$ cat config.mk
export PLATFORM = sky130hd
export DESIGN_NAME = ram_req_ctrl
export DESIGN_NICKNAME = d
export VERILOG_FILES = /design/src/rtl/ram_req_ctrl.sv
export SDC_FILE = /design/constraint.sdc
export NUM_CORES = 1
export LEC_CHECK = 0
export ABC_CLOCK_PERIOD_IN_PS = 2500
export CORE_AREA = 2 2 72 74
export DETAILED_ROUTE_END_ITERATION = 8
export DIE_AREA = 0 0 74 76
export PLACE_DENSITY = 0.88
export SLEW_MARGIN = 20
export SYNTH_ARGS = -nofsm -noshare
export SYNTH_HDL_FRONTEND = slang
export SYNTH_SLANG_ARGS = --single-unit
$ cat constraint.sdc
create_clock -name clk -period 2.5 [get_ports clk]
set_clock_uncertainty 0.2 [all_clocks]
set_input_delay 0.5 -clock clk [delete_from_list [all_inputs] [get_ports clk]]
set_output_delay 0.5 -clock clk [all_outputs]
set_load 0.01 [all_outputs]
$ cat src/rtl/ram_req_ctrl.sv
// ram_req_ctrl: valid/ready request front end for a single-port 256x16 RAM.
// Optional feature: define CLEAR_ON_RESET_EN to fill the RAM with CLEAR_VAL after reset.
module ram_req_ctrl #(
  parameter int unsigned ADDR_W = 8,
  parameter int unsigned DATA_W = 16
`ifdef CLEAR_ON_RESET_EN
  ,
  parameter logic [DATA_W-1:0] CLEAR_VAL = '0
`endif
) (
  input  logic              clk,
  input  logic              rst_n,
  input  logic              req_valid_i,
  output logic              req_ready_o,
  input  logic              req_wr_i,
  input  logic [ADDR_W-1:0] req_addr_i,
  input  logic [DATA_W-1:0] req_wdata_i,
  output logic              rsp_valid_o,
  input  logic              rsp_ready_i,
  output logic [DATA_W-1:0] rsp_rdata_o,
  output logic              busy_o,
  output logic              init_o,
  output logic              rd_o,
  output logic              wr_o,
  output logic [ADDR_W-1:0] mem_addr_o,
  output logic [DATA_W-1:0] mem_dat_in_o,
  input  logic [DATA_W-1:0] mem_dat_out_i
);

  typedef enum logic [2:0] {
    ST_IDLE  = 3'd0,
    ST_WRITE = 3'd1,
    ST_READ  = 3'd2,
    ST_RWAIT = 3'd3,
    ST_RESP  = 3'd4,
    ST_CLEAR = 3'd5
  } state_e;

`ifdef CLEAR_ON_RESET_EN
  localparam int unsigned CNT_W     = ADDR_W + 1;
  localparam state_e      RST_STATE = ST_CLEAR;
  logic [CNT_W-1:0] clr_cnt_q;
`else
  localparam state_e      RST_STATE = ST_IDLE;
`endif

  state_e            state_q;
  logic              req_ready_q;
  logic              rsp_valid_q;
  logic [DATA_W-1:0] rsp_rdata_q;
  logic              busy_q;
  logic              init_q;
  logic              rd_q;
  logic              wr_q;
  logic [ADDR_W-1:0] mem_addr_q;
  logic [DATA_W-1:0] mem_dat_in_q;

  // Transaction sequencer; every output is a register updated alongside the state.
  always_ff @(posedge clk or negedge rst_n) begin
    if (!rst_n) begin
      state_q      <= RST_STATE;
      req_ready_q  <= 1'b0;
      rsp_valid_q  <= 1'b0;
      rsp_rdata_q  <= '0;
      busy_q       <= 1'b0;
      init_q       <= 1'b0;
      rd_q         <= 1'b0;
      wr_q         <= 1'b0;
      mem_addr_q   <= '0;
      mem_dat_in_q <= '0;
`ifdef CLEAR_ON_RESET_EN
      clr_cnt_q    <= '0;
`endif
    end else begin
      case (state_q)
        ST_IDLE: begin
          // req_ready_q gates acceptance so the first cycle after reset never accepts
          if (req_valid_i && req_ready_q) begin
            req_ready_q  <= 1'b0;
            busy_q       <= 1'b1;
            init_q       <= 1'b1;
            mem_addr_q   <= req_addr_i;
            mem_dat_in_q <= req_wdata_i;
            if (req_wr_i) begin
              wr_q    <= 1'b1;
              state_q <= ST_WRITE;
            end else begin
              rd_q    <= 1'b1;
              state_q <= ST_READ;
            end
          end else begin
            req_ready_q <= 1'b1;
            busy_q      <= 1'b0;
          end
        end
        ST_WRITE: begin
          init_q      <= 1'b0;
          wr_q        <= 1'b0;
          req_ready_q <= 1'b1;
          busy_q      <= 1'b0;
          state_q     <= ST_IDLE;
        end
        ST_READ: begin
          init_q  <= 1'b0;
          rd_q    <= 1'b0;
          state_q <= ST_RWAIT;
        end
        ST_RWAIT: begin
          rsp_rdata_q <= mem_dat_out_i;
          rsp_valid_q <= 1'b1;
          state_q     <= ST_RESP;
        end
        ST_RESP: begin
          if (rsp_ready_i) begin
            rsp_valid_q <= 1'b0;
            req_ready_q <= 1'b1;
            busy_q      <= 1'b0;
            state_q     <= ST_IDLE;
          end
        end
`ifdef CLEAR_ON_RESET_EN
        ST_CLEAR: begin
          // counter MSB set means every address has been written
          if (clr_cnt_q[ADDR_W]) begin
            init_q      <= 1'b0;
            wr_q        <= 1'b0;
            busy_q      <= 1'b0;
            req_ready_q <= 1'b1;
            state_q     <= ST_IDLE;
          end else begin
            init_q       <= 1'b1;
            wr_q         <= 1'b1;
            busy_q       <= 1'b1;
            mem_addr_q   <= clr_cnt_q[ADDR_W-1:0];
            mem_dat_in_q <= CLEAR_VAL;
            clr_cnt_q    <= clr_cnt_q + CNT_W'(1);
          end
        end
`endif
        default: begin
          init_q      <= 1'b0;
          rd_q        <= 1'b0;
          wr_q        <= 1'b0;
          rsp_valid_q <= 1'b0;
          req_ready_q <= 1'b0;
          busy_q      <= 1'b0;
          state_q     <= ST_IDLE;
        end
      endcase
    end
  end

  assign req_ready_o  = req_ready_q;
  assign rsp_valid_o  = rsp_valid_q;
  assign rsp_rdata_o  = rsp_rdata_q;
  assign busy_o       = busy_q;
  assign init_o       = init_q;
  assign rd_o         = rd_q;
  assign wr_o         = wr_q;
  assign mem_addr_o   = mem_addr_q;
  assign mem_dat_in_o = mem_dat_in_q;

endmodule

**Word level (Yosys, flattened, before mapping)**

Index checks and enable logic that the tools add are counted.

- Equal/unequal tests: 8
- Bitwise operators: 5
- Muxes and demuxes: 19
- Reductions and logical operators: 14

Operators by type and width:

| cell | count |
|---|---|
| $pmux W3 S4 | 1 |
| $reduce_and A2 Y1 | 5 |
| $mux W1 | 9 |
| $reduce_or A3 Y1 | 3 |
| $ne A2 B2 Y1 const B | 4 |
| $eq A3 B2 Y1 const B | 2 |
| $mux W3 | 2 |
| $pmux W1 S2 | 3 |
| $pmux W1 S3 | 2 |
| $reduce_and A3 Y1 | 2 |
| $not A1 Y1 | 5 |
| $pmux W1 S4 | 1 |
| $reduce_or A2 Y1 | 2 |
| $eq A3 B1 Y1 const B | 1 |
| $eq A3 B3 Y1 const B | 1 |
| $logic_not A3 Y1 | 1 |
| $mux W2 | 1 |
| $logic_and A1 B1 Y1 | 1 |

- Bits in registers: 49
- Word-level logic and storage cells: 56
- Bits of input ports: 45

**Logic depth before layout (Yosys ltp)**

Gate-level depths: netlist of the first run.

- Depth after elaboration: 4
- Gate-level depth with buffers: 5

**Least setup slack after synthesis of the first run**

No wires, ideal clock.

- Path kind: input to register
- From: in req_valid_i
- To: reg mem_addr_q[0], in the netlist mem_addr_o[0]
- Setup time: 0.125 ns
- Arrival: 1.450 ns
- Slack: 0.724 ns
- Stages on the path: 4
- Data required time: 2.175 ns
- Path through: nand2_2 nor4_4 buf_6 mux2_4

- Word-level cells in the longest chain between the ends: 2

RTL lines:

| what | RTL line | source |
|---|---|---|
| start: declaration | 13 | `input logic req_valid_i,` |
| $logic_and A1 B1 Y1 | 78 | `if (req_valid_i && req_ready_q) begin` |
| $reduce_and A2 Y1 (no line) | n/a |  |
| end signal: assignment | 82 | `mem_addr_q <= req_addr_i;` |
| end: declaration | 55 | `logic [ADDR_W-1:0] mem_addr_q;` |

No other way between the ends.
A chain may end at the register's enable or synchronous reset.

**Worst setup path after layout of the first run**

- From: reg req_ready_q, in the netlist req_ready_o
- To: out req_ready_o

RTL lines:

| what | RTL line | source |
|---|---|---|
| start: declaration | 48 | `logic req_ready_q;` |
| start signal: assignment | 62 | `req_ready_q <= 1'b0;` |
| start signal: assignment | 79 | `req_ready_q <= 1'b0;` |
| start signal: assignment | 92 | `req_ready_q <= 1'b1;` |
| end: declaration | 14 | `output logic req_ready_o,` |

No word-level cell between the ends.

==> impl_metrics.yaml, run 1 <==
outcome:
  outcome: "complete, no violations"
yosys:
  ys_async_sr_fraction_pct: 100
  yosysTopAreaCellShare_pct: 62.9
  yosys.cell_count.top_type: "dfrtp_1"
  postSynthRegisterBits: 49
  netlist_instances: 124
  synth_fa_ha_area_share_pct: 0
  synth-edff-count: 0
  syn_area_um2: 1950
  synth.largest_area_cell: "dfrtp_1"
  synth_ff_type: "dfrtp_1"
  synth_top_family_by_area: "multiplexers"
  syn_nets: 169
  syn_avg_cell_area_um2: 15.7
  yosys_warnings: 0
  synth_compound_area_share_pct: 3.40
  synth_area_leaders: "dfrtp_1 (63%), mux2_2 (13%), mux2_4 (7.7%)"
  yosys-top-cells-count: "dfrtp_1 (49), mux2_2 (22), mux2_4 (10), mux2_1 (8)"
  synth.mux.area_fraction_pct: 26.6
  synthXorXnorAreaFrac_pct: 0
  synthDistinctLibCells: 23
  synth.yosys.seq_area_share_pct: 62.9
  yosys.area_share.simple_pct: 4.49
sta:
  tightest_slew_ns: 0.535
  max_freq_mhz: 501
  hold_viol_final: 0
  setup_violations: 0
  slew_violations: 0
  min_period_over_period_pct: 79.9
  fin_crit_ns: 2.00
  rsz0062_at_grt: "false"
  relSlewSlack_pct: 64.3
  tns_ns: 0
grt:
  grt_usage_pct: 14.3
  grt_max_degree: 28
  antenna_found_initial: 0
  gr-total-overflow: 0
  grt_pass1_wl_um: 6240
  grt_pass1_vias: 1386
hold_path:
  hp-class: "reg -> reg"
  min_to: "rd_o"
  holdPathStages: 2
  min-delay-start: "rd_o"
detailed_routing:
  drc_errors: 0
  wl_per_cell_um: 13.5
  routed_via_density: 4.60
  vias: 1325
  firstDrtPassIters: 4
  routed_wl_um: 3900
  drtIter0Drc: 34
  ant_nets: 0
placement:
  gp_congestion: 0.806
  port_buffers: 90
  dp.final_hpwl_um: 2860
power_and_ir_drop:
  power.share.sequential_pct: 39.7
  p_int_w: 0.00256
  power_density_nw_per_um2: 1210
  vdd_drop_max_mv: 0.548
  power.switching_w: 0.00109
  clkPwrFrac_pct: 12.3
  p_leak_nw: 1.27
  p_comb_share_pct: 48.0
  netSwitchingFraction_pct: 29.9
floorplan:
  start_util_pct: 39.7
  die_h_um: 76
  die_w_um: 74
  core_um2: 4910
  pin_count: 91
  die-area_um2: 5620
  num_rows: 26
clock_tree:
  cts.path.max_buffers: 2
  cts_tree: "done"
  clock_latency_ns: 0.29
  clk_pin_slew_ns: 0.08
  cts_buffers: 5
  h-tree-depth: 2
  root_buffer: "clkbuf_8"
  cts.sinks: 49
worst_setup_path:
  critPathCaptureType: "output pin"
  r2r_end: "rsp_rdata_o[0]"
  r2r_start: "state_q[2]"
  slowest_delay_ns: 0.57
  crit_buf_inv: 1
  cp_cell_sequence: "clkdlybuf4s50_1"
  crit_type: "reg -> out"
  critPathLaunchType: "register"
  reg2reg_depth: 2
  cp_slowest_cell: "clkdlybuf4s50_1"
  crit_arrival_ns: 1.30
  rrSetupSlack_ns: 0.65
  critical_path.max_fanout: 6
  crit_family: "buffers and inverters"
  critPathRequiredTime_ns: 1.80
cells_and_area:
  layout.nets: 263
  syn_to_final_growth_pct: 55.2
  final_util_pct: 61.6
  final_layout_size_suffix_gt1_share_pct: 20.2
  antenna_cells: 0
run:
  max-cap-violations: 0
-- how the worst max path moves through the flow --
stage,startpoint,slack (ns),cells after the start,to
after global routing,req_ready_o,0.41,1,req_ready_o
after floorplan,req_valid_i,0.72,4,mem_addr_o[0]
final,req_ready_o,0.50,1,req_ready_o
after global placement,req_valid_i,0.30,5,mem_dat_in_o[11]
after CTS,req_ready_o,0.49,1,req_ready_o
after detailed placement,req_valid_i,0.27,5,mem_dat_in_o[11]
-- power groups by stage --
| stage | Clock [W] | Combinational, W | Sequential (W) |
|---|---|---|---|
| global placement | 0 | 0.00174 | 0.00145 |
| finish | 0.000449 | 0.00175 | 0.00145 |
| CTS | 0.000474 | 0.00178 | 0.00145 |
| detailed placement | 0 | 0.00177 | 0.00146 |
| global route | 0.000499 | 0.00187 | 0.00150 |
| floorplan | 0 | 0.000702 | 0.00159 |
-- stage by stage --
step	area [µm²]	worst slack, ns	std cells	hold slack (ns)	power (W)
after floorplan	1950	0.724	124	0.00441	0.00229
after global placement	2930	0.295	280	0.267	0.00319
after detailed placement	2930	0.269	280	0.272	0.00324
after CTS	3030	0.486	288	0.289	0.00371
after global routing	3030	0.415	288	0.305	0.00387
final	3030	0.503	288	0.281	0.00365
-- routing by layer --
metal	global-route usage, %	vias up	wire [µm]
met4	4.36	0	47
met5	0	-	0
met1	16.9	654	1570
met3	5.29	6	268
met2	24.0	45	2020
li1	-	620	-
-- state kept, by name, indices dropped and copies added, names as in the netlist --
signal	count
rsp_rdata_o	16
mem_dat_in_o	16
rsp_valid_o	1
state_q	3
rd_o	1
wr_o	1
mem_addr_o	8
req_ready_o	1
init_o	1
busy_o	1
-- layout by cell type (no fill, tap or decap), drive strengths merged, types with 2 or more instances in the layout --
cell,instances
mux2,40
nor3,3
o21ai,5
dfrtp,49
mux2i,3
nand2,6
clkbuf,7
inv,2
clkdlybuf4s50,89
buf,3
a31oi,2
-- cell type report --
cell class              instances  area (µm²)
clock buffers                   7        86.3
fillers                       397        1890
inverters                       2        7.51
multi-input cells              67         672
flip-flops and latches         49        1230
well taps                      70        87.6
repair buffers                 93         946
-- logic make-up after synthesis --
group / after synthesis
AOI/OAI and AO/OA: 11
DFF: 49
buffers and inverters: 8
muxes: 43
and+or+nand+nor: 13
-- repair_timing --
action,CTS,global route
hold endpoints to repair,22,0
setup buffers,0,0
hold buffers,1,0
resized for setup,0,0
Note: power is estimated with default switching activity, not from simulation.
==> run 2: changes to the inputs <==
Settings changed: ABC_CLOCK_PERIOD_IN_PS 2500 to 1950.
Clock period 2.5 ns to 1.95 ns, I/O delays scaled along.
==> run 2 against run 1 <==
Net effect:
- sequential cell count is the same
- power grew 34%
- sequential power grew 26%
- combinational power grew 34%
- via count grew 2.2%
- register-to-register slack lost 0.46 ns
- core utilization grew 1.3 points
- wire length grew 6.1%
- final area grew 2.2%
- cell count grew 1.7%
- largest power group unchanged
- highest routed layer unchanged
==> impl_metrics.yaml, run 2 (synthesis gave the netlist of run 1 again) <==
sta:
  tightest_slew_ns: 0.469
  setup_violations: 0
  relSlewSlack_pct: 68.6
  slew_violations: 0
  max_freq_mhz: 538
  rsz0062_at_grt: "false"
  fin_crit_ns: 1.86
  hold_viol_final: 0
  tns_ns: 0
  min_period_over_period_pct: 95.4
placement:
  port_buffers: 90
  dp.cells: 284
  dp.final_hpwl_um: 3020
  gp_congestion: 0.815
grt:
  gr-total-overflow: 0
  grt_pass1_vias: 1450
  grt_max_degree: 50
  grt_pass1_wl_um: 7010
  grt_usage_pct: 16.3
  antenna_found_initial: 0
clock_tree:
  h-tree-depth: 2
  clk_pin_slew_ns: 0.09
  cts_buffers: 5
  cts.path.max_buffers: 2
  clock_latency_ns: 0.30
  cts_tree: "done"
  cts.sinks: 49
  root_buffer: "clkbuf_8"
cells_and_area:
  final_layout_size_suffix_gt1_share_pct: 22.9
  layout.nets: 267
  final_util_pct: 62.9
  final_common_cell: "clkdlybuf4s50_1"
  syn_to_final_growth_pct: 58.5
  nFillCells: 417
  most-common-layout-cells: "clkdlybuf4s50_1 (89), dfrtp_1 (48), mux2_2 (22)"
  fin_cells: 293
  antenna_cells: 0
worst_setup_path:
  cp_slowest_cell: "clkdlybuf4s50_1"
  critical_path.max_fanout: 6
  r2r_start: "state_q[2]"
  critPathLaunchType: "register"
  crit_buf_inv: 1
  rrSetupSlack_ns: 0.19
  reg2reg_depth: 2
  r2r_end: "rsp_rdata_o[0]"
  crit_arrival_ns: 1.27
  slowest_delay_ns: 0.55
  critPathRequiredTime_ns: 1.36
  cp_cell_sequence: "clkdlybuf4s50_1"
  critPathCaptureType: "output pin"
  crit_family: "buffers and inverters"
  crit_type: "reg -> out"
detailed_routing:
  vias: 1354
  routed_wl_um: 4140
  routed_via_density: 4.62
  wl_per_cell_um: 14.1
  ant_nets: 0
  drc_errors: 0
  drtIter0Drc: 57
  firstDrtPassIters: 2
hold_path:
  hp-class: "reg -> reg"
  holdPathStages: 2
  min-delay-start: "rd_o"
  min_to: "rd_o"
power_and_ir_drop:
  p_leak_nw: 1.30
  vdd_drop_max_mv: 0.745
  power_density_nw_per_um2: 1590
run:
  max-cap-violations: 0
floorplan:
  core_um2: 4910
  pin_count: 91
  die-area_um2: 5620
  start_util_pct: 39.7
  die_w_um: 74
  die_h_um: 76
  num_rows: 26
outcome:
  outcome: "complete, no violations"
-- run 2: cell count changes in the layout (fill, tap and decap cells not counted) --
cell / change
buf_4: +4
bufinv_16: +1
clkbuf_1: -1
clkinvlp_4: +1
dfrtp_1: -1
dfrtp_2: +1
-- run 2: how the worst max path moves through the flow --
stage | start | depth (start not counted) | endpoint
2_1_floorplan | req_ready_o | 4 | mem_addr_o[0]
3_5_place_dp | req_valid_i | 5 | mem_dat_in_o[11]
5_1_grt | req_ready_o | 1 | req_ready_o
4_1_cts | req_ready_o | 1 | req_ready_o
3_3_place_gp | req_valid_i | 5 | mem_dat_in_o[11]
6_report | req_ready_o | 1 | req_ready_o
-- run 2: cell type report --
cell class                 instances  area (µm²)  share of cell area, %
sequential                        49        1230                   39.7
timing repair buffer              97         976                   31.6
multi-input combinational         67         672                   21.7
tap                               70        87.6                   2.83
clock buffer                       6        82.6                   2.67
clock inverter                     2        37.5                   1.21
inverter                           2        7.51                  0.243
-- run 2: metrics by stage --
| step | hold WS (ns) | power [W] | setup WS, ns | area [µm²] |
|---|---|---|---|---|
| finish | 0.289 | 0.00490 | 0.0902 | 3090 |
| global route | 0.310 | 0.00522 | 0.0454 | 3090 |
| CTS | 0.296 | 0.00499 | 0.0305 | 3090 |
| detailed placement | 0.205 | 0.00422 | -0.150 | 2960 |
| global placement | 0.196 | 0.00413 | -0.118 | 2960 |
| floorplan | -0.106 | 0.00293 | 0.200 | 1950 |
-- run 2: routing by layer --
layer	part of all wire (%)	global-route usage (%)
met2	52	26.3
met5	0	0
met4	1.5	6.00
met3	5.5	4.23
met1	41	20.8
-- run 2: repair_timing --
| action | in CTS | in global routing |
|---|---|---|
| buffers inserted | 0 | 0 |
| hold buffers | 1 | 0 |
| endpoints found under the hold margin | 49 | 0 |
| gates resized for setup | 0 | 1 |
| endpoints found under the setup margin | 0 | 1 |
-- run 2: power breakdown --
part	internal, W	switching, W
registers	0.00153	0.000297
clock network	0.000417	0.000317
logic	0.00151	0.000839
==> run 3: changes to the inputs <==
Settings changed: PLACE_DENSITY 0.88 to 0.79.
==> run 3 against run 2 <==
Net effect:
- cell count is 0.34% higher
- combinational power hardly changed
- non-clock buffer count is 1 higher
- clock-buffer cell count is 1 lower
- clock power is 2% lower
- largest power group unchanged
==> impl_metrics.yaml, run 3 (synthesis gave the netlist of run 1 again) <==
outcome:
  outcome: "complete, no violations"
detailed_routing:
  ant_nets: 0
  firstDrtPassIters: 4
  drtIter0Drc: 41
  met2_length_um: 2070
  wl_met1_um: 1800
  wl_per_cell_um: 14.1
  dr_wl_met3_um: 228
  drc_errors: 0
  top_layer: "met4"
  routed_wl_um: 4150
  vias: 1339
  routed_via_density: 4.55
worst_setup_path:
  critPathLaunchType: "register"
  crit_type: "reg -> out"
  crit_arrival_ns: 1.28
  critical_path.max_fanout: 6
  critPathRequiredTime_ns: 1.36
  cp_slowest_cell: "clkdlybuf4s50_1"
  slowest_delay_ns: 0.55
  crit_family: "buffers and inverters"
  crit_path_start: "req_ready_o"
  critPathCaptureType: "output pin"
  crit_buf_inv: 1
  cp_cell_sequence: "clkdlybuf4s50_1"
  r2r_start: "state_q[1]"
power_and_ir_drop:
  power_density_nw_per_um2: 1580
  total_power_w: 0.00491
  p_leak_nw: 1.31
  vdd_drop_max_mv: 0.610
hold_path:
  min-delay-start: "rd_o"
  hp-class: "reg -> reg"
floorplan:
  core_um2: 4910
  pin_count: 91
  num_rows: 26
  die_w_um: 74
  die_h_um: 76
  start_util_pct: 39.7
  die-area_um2: 5620
sta:
  hold_viol_final: 0
  rsz0062_at_grt: "false"
  tightest_slew_ns: 0.344
  slew_violations: 0
  fin_crit_ns: 1.87
  max_freq_mhz: 536
  whs_ns: 0.284
  setup_violations: 0
  min_period_over_period_pct: 95.7
  relSlewSlack_pct: 76.9
clock_tree:
  root_buffer: "clkbuf_8"
  clock_latency_ns: 0.30
  clk_pin_slew_ns: 0.09
  cts_buffers: 5
  postCtsSetupBuffers: 0
  cts.sinks: 49
  cts.path.max_buffers: 2
  h-tree-depth: 2
  cts_tree: "done"
cells_and_area:
  syn_to_final_growth_pct: 59.3
  layout.nets: 268
  antenna_cells: 0
  final_common_cell: "clkdlybuf4s50_1"
  final_layout_size_suffix_gt1_share_pct: 23.2
  most-common-layout-cells: "clkdlybuf4s50_1 (89), dfrtp_1 (48), mux2_2 (22)"
placement:
  dp.final_hpwl_um: 3110
  gp_congestion: 0.763
  port_buffers: 90
run:
  max-cap-violations: 0
grt:
  grt_usage_pct: 15.5
  grt_pass1_wl_um: 6770
  grt_pass1_vias: 1338
  gr-total-overflow: 0
  grt_max_degree: 50
  antenna_found_initial: 0
run 3: cell types whose count changed in the layout (fill, tap and decap cells not counted), sizes merged:
cell	previous run	this run
buf	7	8
clkbuf	6	5
clkinv	0	1
run 3: worst paths after layout:
check | slack (ns) | depth (start not counted) | endpoint
min | 0.28 | 2 | rd_o
max | 0.08 | 1 | req_ready_o
max in group asynchronous | 0.93 | 3 | req_ready_o
max reg2reg | 0.24 | 3 | mem_dat_in_o[8]
min in group asynchronous | 0.40 | 3 | busy_o
min reg2reg | 0.28 | 2 | rd_o
run 3: cell type report:
type | instances | area (µm²)
multi-input cells | 67 | 672
clock inverters | 3 | 46.3
clock buffers | 5 | 68.8
well taps | 70 | 87.6
repair buffers | 98 | 996
fillers | 399 | 1810
inverters | 2 | 7.51
flip-flops and latches | 49 | 1230
run 3: through the flow:
stage	utilization [%]	setup TNS, ns	cells	setup slack (ns)	instance area (µm²)
2_1_floorplan	-	0	124	0.200	1950
5_1_grt	63.2	0	294	0.0317	3110
3_3_place_gp	60.6	-2.45	285	-0.121	2980
3_5_place_dp	60.6	-2.83	285	-0.147	2980
6_report	63.2	0	294	0.0848	3110
4_1_cts	63.2	0	294	0.0153	3100
run 3: layer usage:
metal / GRT usage (%) / up-vias
met5: 0 / -
met4: 4.91 / 0
met3: 3.44 / 5
met2: 24.4 / 51
met1: 21.4 / 648
li1: - / 635
run 3: repair_timing:
item | in CTS | in global routing
endpoints found under the setup margin | 0 | 1
hold endpoints to repair | 49 | 0
hold buffers | 1 | 0
resized for setup | 0 | 1
run 3: power by group:
part,internal (W),leakage [nW],switching [W]
Sequential,0.00153,0.579,0.000286
Combinational,0.00153,0.677,0.000855
Clock,0.000384,0.0543,0.000334
Total,0.00343,1.31,0.00148
